$ cat src/rtl/mux_disp_scan.sv
// rtl/mux_disp_scan.sv - multiplexed 7-segment display scanner with tear-free double buffer
//
// Scans NUM_DIGITS digits, one per SCAN_DIV clock cycles, driving
// active-low segments and active-low one-hot digit enables.
// New data is captured into a pending register and only promoted
// to the display register at a frame wrap, so a frame never mixes
// old and new digits.
//
// Optional feature macro: LEADING_ZERO_BLANK_EN
//   defined   -> zero digits above the most-significant nonzero
//                digit are dark (digit 0 is always lit)
//   undefined -> every digit is shown, leading zeros included
//
// Ports:
//   clk_i        - clock, rising edge
//   rst_n_i      - synchronous active-low reset
//   data_i       - packed digit values, digit k at [k*DIGIT_W +: DIGIT_W]
//   load_i       - one-cycle strobe capturing data_i
//   blank_i      - level, 1 turns the whole display off
//   seg_o        - active-low segments {g,f,e,d,c,b,a}, registered
//   an_o         - active-low digit enables, registered
//   digit_idx_o  - index of the digit currently driven, registered
//   frame_o      - one-cycle pulse in the cycle after a scan wrap
module mux_disp_scan #(
    parameter int NUM_DIGITS = 8,
    parameter int DIGIT_W    = 3,
    parameter int SCAN_DIV   = 50000
) (
    input  logic                            clk_i,
    input  logic                            rst_n_i,
    input  logic [NUM_DIGITS*DIGIT_W-1:0]   data_i,
    input  logic                            load_i,
    input  logic                            blank_i,
    output logic [6:0]                      seg_o,
    output logic [NUM_DIGITS-1:0]           an_o,
    output logic [$clog2(NUM_DIGITS)-1:0]   digit_idx_o,
    output logic                            frame_o
);

    localparam int IDX_W = $clog2(NUM_DIGITS);
    localparam int PRE_W = $clog2(SCAN_DIV);
    localparam int DATA_W = NUM_DIGITS * DIGIT_W;

    logic [PRE_W-1:0]   presc_q;
    logic [IDX_W-1:0]   scan_idx_q;
    logic [DATA_W-1:0]  pending_q;
    logic               pending_valid_q;
    logic [DATA_W-1:0]  display_q;

    logic               tc;
    logic               wrap_tc;
    logic [DIGIT_W-1:0] cur_digit;
    logic               lz_blank;
    logic [NUM_DIGITS-1:0] an_next;
    logic [6:0]         seg_next;

    function automatic logic [6:0] seg_decode(input logic [3:0] v);
        logic [6:0] s;
        case (v)
            4'h0: s = 7'b1000000;
            4'h1: s = 7'b1111001;
            4'h2: s = 7'b0100100;
            4'h3: s = 7'b0110000;
            4'h4: s = 7'b0011001;
            4'h5: s = 7'b0010010;
            4'h6: s = 7'b0000010;
            4'h7: s = 7'b1111000;
            4'h8: s = 7'b0000000;
            4'h9: s = 7'b0010000;
            4'hA: s = 7'b0001000;
            4'hB: s = 7'b0000011;
            4'hC: s = 7'b1000110;
            4'hD: s = 7'b0100001;
            4'hE: s = 7'b0000110;
            default: s = 7'b0001110;
        endcase
        return s;
    endfunction

    assign tc      = (presc_q == PRE_W'(SCAN_DIV - 1));
    assign wrap_tc = tc && (scan_idx_q == IDX_W'(NUM_DIGITS - 1));

    always_comb begin
        cur_digit = '0;
        for (int k = 0; k < NUM_DIGITS; k++) begin
            if (scan_idx_q == IDX_W'(k)) begin
                cur_digit = display_q[k*DIGIT_W +: DIGIT_W];
            end
        end
    end

`ifdef LEADING_ZERO_BLANK_EN
    // Walk from the top digit down; a digit is dark while it and every
    // digit above it are zero. Digit 0 is excluded so zero shows as "0".
    logic upper_zero;
    always_comb begin
        upper_zero = 1'b1;
        lz_blank   = 1'b0;
        for (int k = NUM_DIGITS - 1; k >= 1; k--) begin
            upper_zero = upper_zero && (display_q[k*DIGIT_W +: DIGIT_W] == '0);
            if (scan_idx_q == IDX_W'(k)) begin
                lz_blank = upper_zero;
            end
        end
    end
`else
    assign lz_blank = 1'b0;
`endif

    assign an_next  = ~(NUM_DIGITS'(1) << scan_idx_q);
    assign seg_next = seg_decode(4'(cur_digit));

    always_ff @(posedge clk_i) begin
        if (!rst_n_i) begin
            presc_q         <= '0;
            scan_idx_q      <= '0;
            pending_q       <= '0;
            pending_valid_q <= 1'b0;
            display_q       <= '0;
            seg_o           <= 7'h7F;
            an_o            <= '1;
            digit_idx_o     <= '0;
            frame_o         <= 1'b0;
        end else begin
            presc_q <= tc ? '0 : presc_q + 1'b1;
            if (tc) begin
                scan_idx_q <= wrap_tc ? '0 : scan_idx_q + 1'b1;
            end
            frame_o <= wrap_tc;

            // A load landing on the wrap goes straight to display; otherwise
            // it waits in pending until the next wrap.
            if (load_i && wrap_tc) begin
                display_q       <= data_i;
                pending_valid_q <= 1'b0;
            end else if (load_i) begin
                pending_q       <= data_i;
                pending_valid_q <= 1'b1;
            end else if (wrap_tc && pending_valid_q) begin
                display_q       <= pending_q;
                pending_valid_q <= 1'b0;
            end

            digit_idx_o <= scan_idx_q;
            if (blank_i || lz_blank) begin
                an_o  <= '1;
                seg_o <= 7'h7F;
            end else begin
                an_o  <= an_next;
                seg_o <= seg_next;
            end
        end
    end

endmodule

$ cat config.mk
export PLATFORM = sky130hd
export DESIGN_NAME = mux_disp_scan
export DESIGN_NICKNAME = d
export VERILOG_FILES = /design/src/rtl/mux_disp_scan.sv
export SDC_FILE = /design/constraint.sdc
export NUM_CORES = 1
export LEC_CHECK = 0
export ABC_AREA = 1
export BUFFER_PORTS_ARGS = -buffer_cell sky130_fd_sc_hd__buf_2
export CORE_UTILIZATION = 49
export CTS_BUF_LIST = sky130_fd_sc_hd__clkbuf_8
export CTS_CLUSTER_SIZE = 8
export DETAILED_ROUTE_END_ITERATION = 16
export PLACE_DENSITY = 0.76
export SYNTH_ARGS = -nofsm -noshare
export SYNTH_HDL_FRONTEND = slang
export SYNTH_SLANG_ARGS = --single-unit
$ cat constraint.sdc
create_clock -name clk_i -period 6.5 [get_ports clk_i]
set_input_delay 1.3 -clock clk_i [delete_from_list [all_inputs] [get_ports clk_i]]
set_output_delay 1.3 -clock clk_i [all_outputs]
set_load 0.05 [all_outputs]
==> flow_metrics.tcl <==
set metrics [dict create \
    synthArstFlopShare 0 \
    grt_antenna_before_repair 0 \
    fin_skew_ps 10.08 \
    cts_sinks 87 \
    syn_inst 562 \
    postSynthAreaPerCell_um2 7.193 \
    postCtsSetupBuffers 0 \
    wl_mm 7.638 \
    root_buffer "clkbuf_8" \
    clk_pin_slew_worst_paths_ps 80 \
    min_from "pending_q[16]" \
    drt_iter0_markers 131 \
    path_buf_inv 2 \
    min_path_cells 2 \
    layout_worst_path_cycle_share 0.4341 \
    io_pins 47 \
    grtUsageMet1 0.2454 \
    cpLargestDelayFamily "simple AND/OR/NAND/NOR gates" \
    h-tree-depth 3 \
    status "completed" \
    switching_share 0.2138 \
    start_util 0.5151 \
    cp_cell_sequence "buf_2, inv_1, nor2_1, nand3_1, nand2_1, nand2_1" \
    cts_made_buffers 9 \
    setup_tns_ps 0 \
    die_w_um 92.83 \
    tritoncts "yes" \
    grt_pass1_vias 3070 \
    critical_path.max_fanout 55 \
    dpl_cell_area_mm2 0.004258 \
    rsz0062_at_grt "false" \
    p_leak_uw 0.002215 \
    ys_types 36 \
    postCtsHoldBufs 0 \
    powerDensity_mw_per_mm2 237.8 \
    pre_cts_slack_ps 3288 \
    endpoint_kind "flop" \
    worst_hold_path.endpoint "pending_q[16]" \
    gp_congestion 0.7878 \
    yosys_most_used_dff "dfxtp_1" \
    required_ps 6740 \
    final_cell_mix "nand2_1 (133), inv_1 (93), dfxtp_1 (87)" \
    grt_util_all_layers 0.1930 \
    cpMostUsedCell "nand2_1" \
    r2r_start "scan_idx_q[2]" \
    cp-start-kind "input port" \
    worst_path_largest_cell_delay_ps 630 \
    p_switching_uw 229.0 \
    finalNetCount 631 \
    reg2regPathDepth 15 \
    die_y_um 92.83 \
    ys_ff_latch 87 \
    io_buffers 46 \
    cpMaxStageDelayCell "nor2_1" \
    slew_violations 0 \
    dieArea_mm2 0.008617 \
    antenna_left 0 \
    drive_above_1_share 0.1669 \
    synth_top_cell_area_share 0.4308 \
    grt.met3_usage 0.03941 \
    finalSetupViolCount 0 \
    synth-seq-area-share 0.4308 \
    grtUsageMet2 0.3107 \
    crit_type "in2reg" \
    hpwlAfterDp_mm 5.403 \
    final_cell_area_mm2 0.004503 \
    synth_edf_count 0 \
    wl_per_cell_um 10.90 \
    peakVddDrop_mv 0.1215 \
    grt_pass1_wl_mm 13.29 \
    syn_to_final_growth_pct 11.39 \
    final_common_cell "nand2_1" \
    grt_max_degree 56 \
    syn_nets 598 \
    core_mm2 0.007848 \
    grt_busiest_layer "met2" \
    max_freq_mhz 354.4 \
    overflow 0 \
    crit_arrival_ps 3060 \
    hp-class "reg2reg" \
    p_clk_frac 0.421 \
    slew-limit-headroom 0.4739 \
    p_seq_frac 0.515 \
    diodes 0 \
    avgViaCountPerCell 4.693 \
    hold_viol_final 0 \
    drv_cap 0 \
    drc 0 \
    worstMarginPinSlew_ps 786.2 \
    firstDrtPassIters 4 \
    yosys-top-cells-area "dfxtp_1 (43%), nand2_1 (12%), inv_1 (8.5%)" \
    via_count 3290 \
    comb_power_share 0.064 \
    p_int_uw 841.9 \
    cts_resized 0 \
    synth_warnings 0 \
    yosysTopAreaCell "dfxtp_1" \
    clk_latency_ps 350 \
    reg2reg_slack_ps 4020 \
    finalPower_uw 1071 \
    netlist_area_mm2 0.004043 \
    layout_min_cycle_time_ps 2822 \
    rows 32 \
    layout_setup_ws_ps 3678 \
    clockBufferDepth 2 \
    reg2reg_to "seg_o[3]" \
]
synth_stat cells (2+ instances only):
cell type	n
a211oi_1	2
a21oi_1	37
a21oi_2	21
buf_2	6
buf_4	4
buf_6	4
clkbuf_1	10
dfxtp_1	87
ha_1	8
inv_1	92
inv_2	2
inv_4	2
nand2_1	133
nand2_2	3
nand3_1	16
nand4_1	2
nor2_1	58
nor2_2	2
nor3_1	2
o21ai_0	52
or2_2	2
xor2_1	3
layout make-up:
type / count / area [um2]
fillers: 800 / 3344
multi-input cells: 355 / 1793
flip-flops and latches: 87 / 1742
inverters: 96 / 365.4
repair buffers: 46 / 230.2
clock buffers: 11 / 151.4
well taps: 102 / 127.6
clock inverters: 4 / 93.84
routing by layer:
layer	wire, um	vias up
met4	59	0
met1	3822	1423
met3	374	4
met5	0	-
met2	3382	66
li1	-	1797
power groups by stage:
stage,Clock [uW],Combinational (uW),Sequential (uW)
after floorplan,0,44.3,571
after global placement,0,67.6,564
after detailed placement,0,69.4,564
after CTS,463,69.8,551
after global routing,484,79.5,553
final,451,68.7,551
stage by stage:
| stage | instances | utilization | hold slack [ps] |
|---|---|---|---|
| CTS | 701 | 0.5738 | 457.8 |
| floorplan | 562 | - | 417.5 |
| finish | 701 | 0.5738 | 454.2 |
| global route | 701 | 0.5738 | 466.8 |
| global placement | 686 | 0.5426 | 428.7 |
| detailed placement | 686 | 0.5426 | 445.6 |
worst max path at each step:
stage | start | cells after the start | slack [ps] | end
after floorplan | load_i | 7 | 4150 | display_q[10]
after global placement | rst_n_i | 5 | 3410 | seg_o[5]
after detailed placement | rst_n_i | 6 | 3290 | seg_o[4]
after CTS | rst_n_i | 6 | 3660 | seg_o[3]
after global routing | rst_n_i | 6 | 3420 | seg_o[3]
final | rst_n_i | 6 | 3680 | seg_o[3]
cells by family after synthesis:
group	count (synthesis)	synth area share
simple gates	228	0.2451
flops	87	0.4308
buf+inv	120	0.1257
fa+ha+maj	8	0.02476
compound gates	115	0.1650
xor+xnor	4	0.008668
worst register-to-register path, delay by kind of cell, from the launching register on:
kind	cells	cell delay, ps
adder cells (fa/ha/maj)	2	600
flip-flops	1	530
buffers and inverters	4	460
AND/OR/NAND/NOR	9	840
state kept, by name, indices dropped and copies added (netlist names):
| signal | flops |
|---|---|
| display_q | 24 |
| seg_o | 7 |
| presc_q | 16 |
| frame_o | 1 |
| digit_idx_o | 3 |
| an_o | 8 |
| scan_idx_q | 3 |
| pending_valid_q | 1 |
| pending_q | 24 |
Note: power is estimated with default switching activity, not from simulation.
